File: src/rtl/pipe_valid_ctrl.sv
// Invalidation-countdown consumer: turns pending invalidation counts into pipeline
// bubbles, tracks per-stage valid bits, gates write enables and counts bubbles.
module pipe_valid_ctrl #(
  parameter int STAGES  = 5,
  parameter int CNT_W   = 3,
  parameter int MAX_CNT = 4,
  parameter int PERF_W  = 16
) (
  input  logic              clk,
  input  logic              reset,
  input  logic [CNT_W-1:0]  inv_cnt,
  input  logic              issue_valid,
  input  logic              stall,
  input  logic              flush,
  output logic [CNT_W-1:0]  cnt_nex,
  output logic [STAGES-1:0] stage_valid,
  output logic              mem_we_en,
  output logic              rf_we_en,
  output logic [PERF_W-1:0] bubble_cnt,
  output logic              cnt_err
);

  localparam logic [CNT_W-1:0] MAX_CNT_V = CNT_W'(MAX_CNT);

  logic [STAGES-1:0] stage_valid_q, stage_valid_d;
  logic [PERF_W-1:0] bubble_cnt_q, bubble_cnt_d;
  logic              cnt_err_q, cnt_err_d;
  logic              ins;
  logic              bubble;

  function automatic logic [PERF_W-1:0] sat_inc(input logic [PERF_W-1:0] v);
    sat_inc = (&v) ? v : v + PERF_W'(1);
  endfunction

  always_comb begin
    ins    = issue_valid && (inv_cnt == '0) && !flush;
    bubble = issue_valid && (inv_cnt != '0) && !stall && !flush;

    // Countdown holds while stalled so the bubble is not consumed by a frozen pipe.
    if (stall)
      cnt_nex = inv_cnt;
    else if (inv_cnt != '0)
      cnt_nex = inv_cnt - CNT_W'(1);
    else
      cnt_nex = '0;

    stage_valid_d = stage_valid_q;
    if (!stall) begin
      stage_valid_d = {stage_valid_q[STAGES-2:0], ins};
      if (flush)
        stage_valid_d[STAGES-2:0] = '0;
    end else if (flush) begin
      // MEM and WB are frozen by the stall; only the younger stages are killed.
      stage_valid_d[STAGES-3:0] = '0;
    end

    bubble_cnt_d = bubble ? sat_inc(bubble_cnt_q) : bubble_cnt_q;
    cnt_err_d    = cnt_err_q || (inv_cnt > MAX_CNT_V);
  end

  always_ff @(posedge clk) begin
    if (reset) begin
      stage_valid_q <= '0;
      bubble_cnt_q  <= '0;
      cnt_err_q     <= 1'b0;
    end else begin
      stage_valid_q <= stage_valid_d;
      bubble_cnt_q  <= bubble_cnt_d;
      cnt_err_q     <= cnt_err_d;
    end
  end

  assign stage_valid = stage_valid_q;
  assign mem_we_en   = stage_valid_q[STAGES-2];
  assign rf_we_en    = stage_valid_q[STAGES-1];
  assign bubble_cnt  = bubble_cnt_q;
  assign cnt_err     = cnt_err_q;

endmodule

File: config.mk
export PLATFORM = sky130hd
export DESIGN_NAME = pipe_valid_ctrl
export DESIGN_NICKNAME = d
export VERILOG_FILES = /design/src/rtl/pipe_valid_ctrl.sv
export SDC_FILE = /design/constraint.sdc
export NUM_CORES = 1
export LEC_CHECK = 0
export BUFFER_PORTS_ARGS = -buffer_cell sky130_fd_sc_hd__buf_2
export CORE_ASPECT_RATIO = 1.4
export CORE_MARGIN = 2
export CORE_UTILIZATION = 50
export CTS_CLUSTER_DIAMETER = 100
export DETAILED_ROUTE_END_ITERATION = 16
export GPL_TIMING_DRIVEN = 0
export PLACE_DENSITY = 0.78
export SYNTH_ARGS = -nofsm -noshare
export SYNTH_HDL_FRONTEND = slang
export SYNTH_SLANG_ARGS = --single-unit
File: constraint.sdc
create_clock -name clk -period 2.3 [get_ports clk]
set_input_delay 0.23 -clock clk [delete_from_list [all_inputs] [get_ports clk]]
set_output_delay 0.23 -clock clk [all_outputs]
set_load 0.03 [all_outputs]
## Word level (Yosys, flattened, before mapping)

Cells that the tools add are included.

- Memory bits (read-only): 0
- Register bits: 22
- Logic and storage cells: 26
- Latch bits: 0
- Memory bits (writable): 0
- Input port bits: 8
- Memories kept: 0

- Multiply operators: 0
- Divide/modulo/power cells: 0
- Equal/unequal tests: 1
- Shift-type cells: 0
- Bitwise gates (word level): 1
- Reduce and logical (&&, ||, !) cells: 12
- Multiplexer cells: 5
- $lt $le $gt $ge: 1
- $add $sub $neg: 2

Operators with widths:

| kind | count |
|---|---|
| $add 16x1->16 const B | 1 |
| $reduce_and 16->1 | 1 |
| $mux 3 | 4 |
| $logic_and 1x1->1 | 5 |
| $mux 4 | 1 |
| $gt 3x3->1 const B | 1 |
| $logic_not 3->1 | 1 |
| $reduce_bool 3->1 | 1 |
| $sub 3x1->3 const B | 1 |
| $logic_not 1->1 | 2 |
| $ne 2x1->1 const B | 1 |
| $reduce_and 2->1 | 1 |
| $logic_or 1x1->1 | 1 |
| $not 1->1 | 1 |

## Longest topological paths before layout

Gate-level depths: netlist of the first run.

- Depth in word-level cells: 5
- Mapped depth: 6

## Worst setup path before layout of the first run

Ideal clock, no wire load.

- Path kind: register -> register
- Start: register bubble_cnt_q[0], in the netlist bubble_cnt[0]
- End: register bubble_cnt_q[14], in the netlist bubble_cnt[14]
- Setup time: 0.123 ns
- Cell stages (with the launch flop): 6
- Buffers on the path: 0
- Arrival: 1.796 ns
- Setup slack: 0.381 ns
- Cells stage by stage: dfxtp_1 -> ha_1 -> and3_1 -> nand4_2 -> nor4_1 -> mux2_1

- Cells in the longest elaborated chain, start to end: 3
- Elaborated cells between the ends (all ways): 4
- Classes of those cells: add/sub: 1; bitwise: 1; reduce/logical: 2

Ends and longest elaborated chain:

| element | line | source |
|---|---|---|
| start: declaration | 26 | `logic [PERF_W-1:0] bubble_cnt_q, bubble_cnt_d;` |
| start signal: assignment | 68 | `bubble_cnt_q <= bubble_cnt_d;` |
| branches (longest 3 deep; another with $add 16x1->16) | - |  |

Parallel ways; which one is timed is not known.
A chain may end at the register's enable or synchronous reset.

## Worst setup path in the final report of the first run

- Start: register bubble_cnt_q[8], in the netlist bubble_cnt[8]
- End: register bubble_cnt_q[0], in the netlist bubble_cnt[0]

- Cells in the longest elaborated chain, start to end: 3

Ends and longest elaborated chain:

| element | line | source |
|---|---|---|
| $reduce_and 16->1 | 32 | `sat_inc = (&v) ? v : v + PERF_W'(1);` |
| $not 1->1 (no line) | - |  |
| $reduce_and 2->1 (no line) | - |  |

Every way passes these cells.

==> results.json, run 1 <==
{
  "finalWeightedCongestion": 0.8274,
  "cp.required_ns": 2.51,
  "rsz0062_at_grt": "no",
  "setup_violations": 0,
  "arrival_ns": 2.09,
  "clk_path_buf_depth": 2,
  "cts_inserted_buffers": 3,
  "cts_setup_buffers": 0,
  "pre_cts_slack_ns": 0.1038,
  "clockRootBuffer": "clkbuf_4",
  "wl_per_cell_microns": 13.46,
  "slew_violations": 0,
  "cpLargestDelayFamily": "simple AND/OR/NAND/NOR gates",
  "ys_warn_count": 0,
  "crit_end": "bubble_cnt[0]",
  "p_switching_uw": 160.6,
  "area_growth_pct": 21.46,
  "insertedDiodeCount": 0,
  "period_share_pct": 81.74,
  "max_freq_mhz": 531.9,
  "htreeDepth": 1,
  "dp_cells": 188,
  "p_comb_share_pct": 8.4,
  "yosys_register_bits": 22,
  "drive_above_1_share_pct": 27.65,
  "clk_latency_ns": 0.31,
  "hold_viol_final": 0,
  "dpl.hpwl_microns": 1975,
  "critPathCaptureType": "flip-flop",
  "yosys-top-cells-count": "dfxtp_1 (22), a21oi_1 (11), nor2_1 (10)",
  "seqPwrFrac_pct": 52.1,
  "p_sw_share_pct": 21.66,
  "synth-edff-count": 0,
  "synth.area.top_cells": "dfxtp_1 (38%), a21oi_1 (4.7%), or4_1 (4.5%), mux2i_1 (4.3%), ha_1 (3.2%)",
  "setup_ws_ns": 0.4200,
  "worst-setup-path-type": "flip-flop to flip-flop",
  "routed_wirelength_microns": 2585,
  "io_pins": 35,
  "fin_setup_tns_ns": 0,
  "rows": 20,
  "grt_pass1_wl_microns": 4126,
  "fin_crit_ns": 1.880,
  "dieHeight_microns": 61.14,
  "cts.clk_slew.worst_paths_ns": 0.13,
  "cts_tree": "done",
  "grt_max_degree": 14,
  "leakage_uw": 0.0006303,
  "drt_iter0_markers": 36,
  "skew_ns": 0.007266,
  "yosysMostFrequentCell": "dfxtp_1",
  "startpoint": "bubble_cnt[8]",
  "clock_sinks": 22,
  "place_area_sq_um": 1364,
  "drcViolationCount": 0,
  "track_usage_pct": 19.77,
  "grt-ovfl-total": 0,
  "outcome": "finished clean",
  "stdcell_count": 192,
  "relSlewSlack_pct": 63.71,
  "antenna_found_initial": 0,
  "hp-class": "input pin to flip-flop",
  "nets": 182,
  "core_sq_um": 2202,
  "cp_num_buf_inv": 0,
  "grt_pass1_vias": 990,
  "rrSetupSlack_ns": 0.42,
  "syn_inst": 132,
  "async_flop_share_pct": 0,
  "startpoint_type": "flip-flop",
  "synth_top_area_share_pct": 37.77,
  "vias_per_cell": 6.063,
  "start_util_pct": 52.95,
  "maxCapViolCount": 0,
  "dr.pass1.iters": 4,
  "crit_slowest_cell": "nor4_4",
  "cp_num_cells": 4,
  "cp_cell_sequence": "nand4_1, nor4_4, nor2b_1, mux2_1",
  "post-synth-top-area-cell": "dfxtp_1",
  "nFillCells": 214,
  "syn_nets": 143,
  "die_x_microns": 44.82,
  "ys_types": 34,
  "vias": 1164,
  "worstReg2RegStart": "bubble_cnt[8]",
  "syn-cell-area_sq_um": 1166,
  "clkPwrFrac_pct": 39.5,
  "design_area_sq_um": 1416,
  "internal_power_uw": 580.8,
  "cp_slowest_stage_delay_ns": 0.53,
  "synth_area_per_cell_sq_um": 8.834,
  "cts_hold_buf": 0,
  "tightest_slew_ns": 0.5401,
  "powerDensity_nw_per_um2": 523.4,
  "ys.flop_type": "dfxtp_1",
  "holdPathStages": 2,
  "rr_worst_depth": 4,
  "worstReg2RegEnd": "bubble_cnt[0]",
  "ir_drop_v": 0.0004345,
  "final_util_pct": 64.32,
  "port_buffers": 34,
  "crit_fanout": 9,
  "drtAntennaViolNets": 0,
  "ys_seq_area_share_pct": 37.77,
  "die_area_sq_um": 2740,
  "cts-resized-gates": 0
}
## cells by family after synthesis
logic type	Yosys count	share of synthesized area, %
multiplexers	9	8.154
buffers and inverters	10	3.862
adder cells (fa/ha/maj)	3	3.219
flip-flops	22	37.77
AO/OA/AOI/OAI	25	13.41
AND/OR/NAND/NOR	63	33.58
## worst min path at each step
stage | end | start | slack, ns
2_1_floorplan | stage_valid[0] | flush | 0.31
3_3_place_gp | cnt_err | cnt_err | 0.44
3_5_place_dp | cnt_err | cnt_err | 0.45
4_1_cts | stage_valid[1] | flush | 0.17
5_1_grt | stage_valid[1] | flush | 0.17
6_report | stage_valid[1] | flush | 0.18
## flip-flops by register name, summed over array words and instances, names as in the netlist
| register | flops |
|---|---|
| cnt_err | 1 |
| stage_valid | 5 |
| bubble_cnt | 16 |
## stage by stage
| step | total power, uW | hold WS, ns |
|---|---|---|
| finish | 741.3 | 0.1753 |
| global route | 769.4 | 0.1734 |
| CTS | 747.3 | 0.1722 |
| detailed placement | 457.5 | 0.4521 |
| global placement | 455.8 | 0.4445 |
| floorplan | 434.3 | 0.3093 |
## cells in the final DEF (no fill, tap or decap), types with 2 or more instances in the layout
master    Yosys  layout
clkbuf_1      2       2
or3_1         2       2
o31ai_1       5       5
nor3_1        7       7
nand4_1       6       6
buf_4         2       2
o21ai_0       4       4
inv_1         5       5
or2_2         2       2
clkbuf_4      0       3
nand2_1       9       9
nor4_1        2       2
mux2i_1       5       5
buf_2         0      34
mux2_1        3       3
ha_1          3       3
dfxtp_1      22      22
and4_1        3       3
nor2b_1       4       4
or4_1         7       7
a21oi_1      11      11
nor2_1       10      10
nand3_1       5       5
## power by group through the flow
stage               Sequential [uW]  Combinational [uW]  Clock [uW]
global placement                394                61.6           0
finish                          386                62.6         293
detailed placement              394                63.0           0
CTS                             386                63.2         298
global route                    386                68.3         315
floorplan                       400                34.8           0
## layout make-up
class / count / area (sq um) / area share [%]
inverters: 5 / 18.77 / 1.325
multi-input cells: 100 / 680.7 / 48.06
flip-flops and latches: 22 / 440.4 / 31.10
plain buffers: 5 / 26.28 / 1.855
clock inverters: 1 / 30.03 / 2.120
well taps: 22 / 27.53 / 1.943
repair buffers: 34 / 170.2 / 12.01
clock buffers: 3 / 22.52 / 1.590
## layer usage
metal	vias to the layer above	share of wire (%)	GRT usage, %
met5	-	0	0
met4	0	1.9	7.983
met3	6	6.0	2.639
met2	45	50	36.23
met1	537	42	22.85
li1	576	-	-
(Power assumes the default switching activity.)
==> run 2, diff against run 1 <==
==> constraint.sdc (replaced) <==
create_clock -name clk -period 1.9 [get_ports clk]
set_input_delay 0.19 -clock clk [delete_from_list [all_inputs] [get_ports clk]]
set_output_delay 0.19 -clock clk [all_outputs]
set_load 0.03 [all_outputs]
==> results.json, run 2 (synthesis gave the netlist of run 1 again) <==
{
  "crit_fanout": 6,
  "cp_num_buf_inv": 1,
  "clk_path_buf_depth": 2,
  "port_buffers": 34,
  "skew_ns": 0.003530,
  "dieHeight_microns": 61.14,
  "core_sq_um": 2202,
  "cts.clk_slew.worst_paths_ns": 0.12,
  "rows": 20,
  "fin_crit_ns": 1.835,
  "hold_viol_final": 0,
  "fin_setup_tns_ns": 0,
  "crit_slowest_cell": "nor4_4",
  "seqPwrFrac_pct": 57.8,
  "outcome": "finished clean",
  "antenna_found_initial": 0,
  "vias_per_cell": 5.828,
  "clk_latency_ns": 0.31,
  "htreeDepth": 1,
  "dpl.hpwl_microns": 1962,
  "critPathCaptureType": "flip-flop",
  "vias": 1154,
  "grt_max_degree": 13,
  "drive_above_1_share_pct": 32.39,
  "tightest_slew_ns": 0.5836,
  "drcViolationCount": 0,
  "cts_tree": "done",
  "max_freq_mhz": 545.0,
  "grt-ovfl-total": 0,
  "insertedDiodeCount": 0,
  "grt_pass1_vias": 1043,
  "slew_violations": 0,
  "cts_inserted_buffers": 3,
  "drt_iter0_markers": 33,
  "setup_violations": 0,
  "ir_drop_v": 0.0003470,
  "wl_per_cell_microns": 13.99,
  "p_comb_share_pct": 9.9,
  "layout_common_cells": "buf_2 (34), dfxtp_1 (20), a21oi_1 (11), nor2_1 (10), nand2_1 (9)",
  "leakage_uw": 0.0006567,
  "die_area_sq_um": 2740,
  "dr.pass1.iters": 4,
  "cp_slowest_stage_delay_ns": 0.44,
  "drtAntennaViolNets": 0,
  "p_switching_uw": 198.0,
  "worst-setup-path-type": "flip-flop to flip-flop",
  "p_sw_share_pct": 24.50,
  "hp-class": "input pin to flip-flop",
  "clockRootBuffer": "clkbuf_4",
  "nets": 188,
  "clkPwrFrac_pct": 32.3,
  "largest_register_ffs": 16,
  "wl_met1_microns": 1153,
  "maxCapViolCount": 0,
  "finalWeightedCongestion": 0.8154,
  "period_share_pct": 96.57,
  "area_growth_pct": 25.11,
  "routed_wirelength_microns": 2770,
  "arrival_ns": 2.05,
  "dr_wl_met2_microns": 1435,
  "grt_pass1_wl_microns": 4360,
  "wl_met3_microns": 126,
  "powerDensity_nw_per_um2": 554.0,
  "final_util_pct": 66.25,
  "holdWs_ns": 0.1172,
  "io_pins": 35,
  "routed.top_layer": "met4",
  "fin_total_pwr_uw": 808.3,
  "startpoint_type": "flip-flop",
  "cp.required_ns": 2.12,
  "cp_cell_sequence": "ha_1, nand3_2, nor4_4, buf_4, nor3_1, mux2_1",
  "clock_sinks": 22,
  "final_common_cell": "buf_2",
  "start_util_pct": 52.95,
  "cts_hold_buf": 0,
  "cpLargestDelayFamily": "simple AND/OR/NAND/NOR gates",
  "internal_power_uw": 610.3,
  "relSlewSlack_pct": 60.80,
  "die_x_microns": 44.82,
  "track_usage_pct": 21.38,
  "rrSetupSlack_ns": 0.07
}
[run 2: changes by cell type in the layout (fill, tap and decap cells not counted), sizes merged]
cell    change
buf         +6
clkbuf      +1
bufinv      -1
[run 2: worst reg2reg max path: stages (launching register included)]
cell and delay [ns]:
dfxtp_2 0.38, ha_1 0.23, nand3_2 0.14, nor4_4 0.44, buf_4 0.19, nor3_1 0.05
mux2_1 0.30
[run 2: area by class of cell]
type,count,area [sq um]
Fill cell,204,743.2
Sequential cell,22,442.9
Multi-Input combinational cell,100,691.9
Timing Repair Buffer,40,215.2
Clock buffer,4,36.28
Tap cell,22,27.53
Inverter,5,18.77
Buffer,5,26.28
[run 2: power by group through the flow]
stage                     logic (uW)  registers, uW  clock network (uW)
final                           80.1            467                 261
after CTS                       77.0            468                 267
after detailed placement        76.8            478                   0
after global placement          74.5            477                   0
after global routing            88.1            468                 288
after floorplan                 42.1            484                   0
[run 2: path summary, 6_finish.rpt]
| kind | startpoint | cells past startpoint | to |
|---|---|---|---|
| worst min register to register | cnt_err | 2 | cnt_err |
| worst min-delay path | flush | 2 | stage_valid[0] |
| worst max register to register | bubble_cnt[0] | 6 | bubble_cnt[7] |
| worst max-delay path | bubble_cnt[0] | 6 | bubble_cnt[7] |
[run 2: through the flow]
step                cells  instance area [sq um]  worst slack [ns]
floorplan             132                   1169           0.03955
global placement      188                   1366           -0.2232
detailed placement    188                   1366           -0.2769
CTS                   192                   1403           0.02251
global route          198                   1459         -0.006127
finish                198                   1459           0.06512
[run 2: routing by layer]
metal / vias to the layer above / track usage, %
met1: 525 / 23.33
met4: 0 / 10.08
li1: 586 / -
met5: - / 0
met2: 36 / 40.17
met3: 7 / 2.639
[run 2: timing repair]
action | 4_1_cts | 5_1_grt
setup buffers | 0 | 6
endpoints found under the setup margin | 0 | 4
resized for setup | 0 | 2
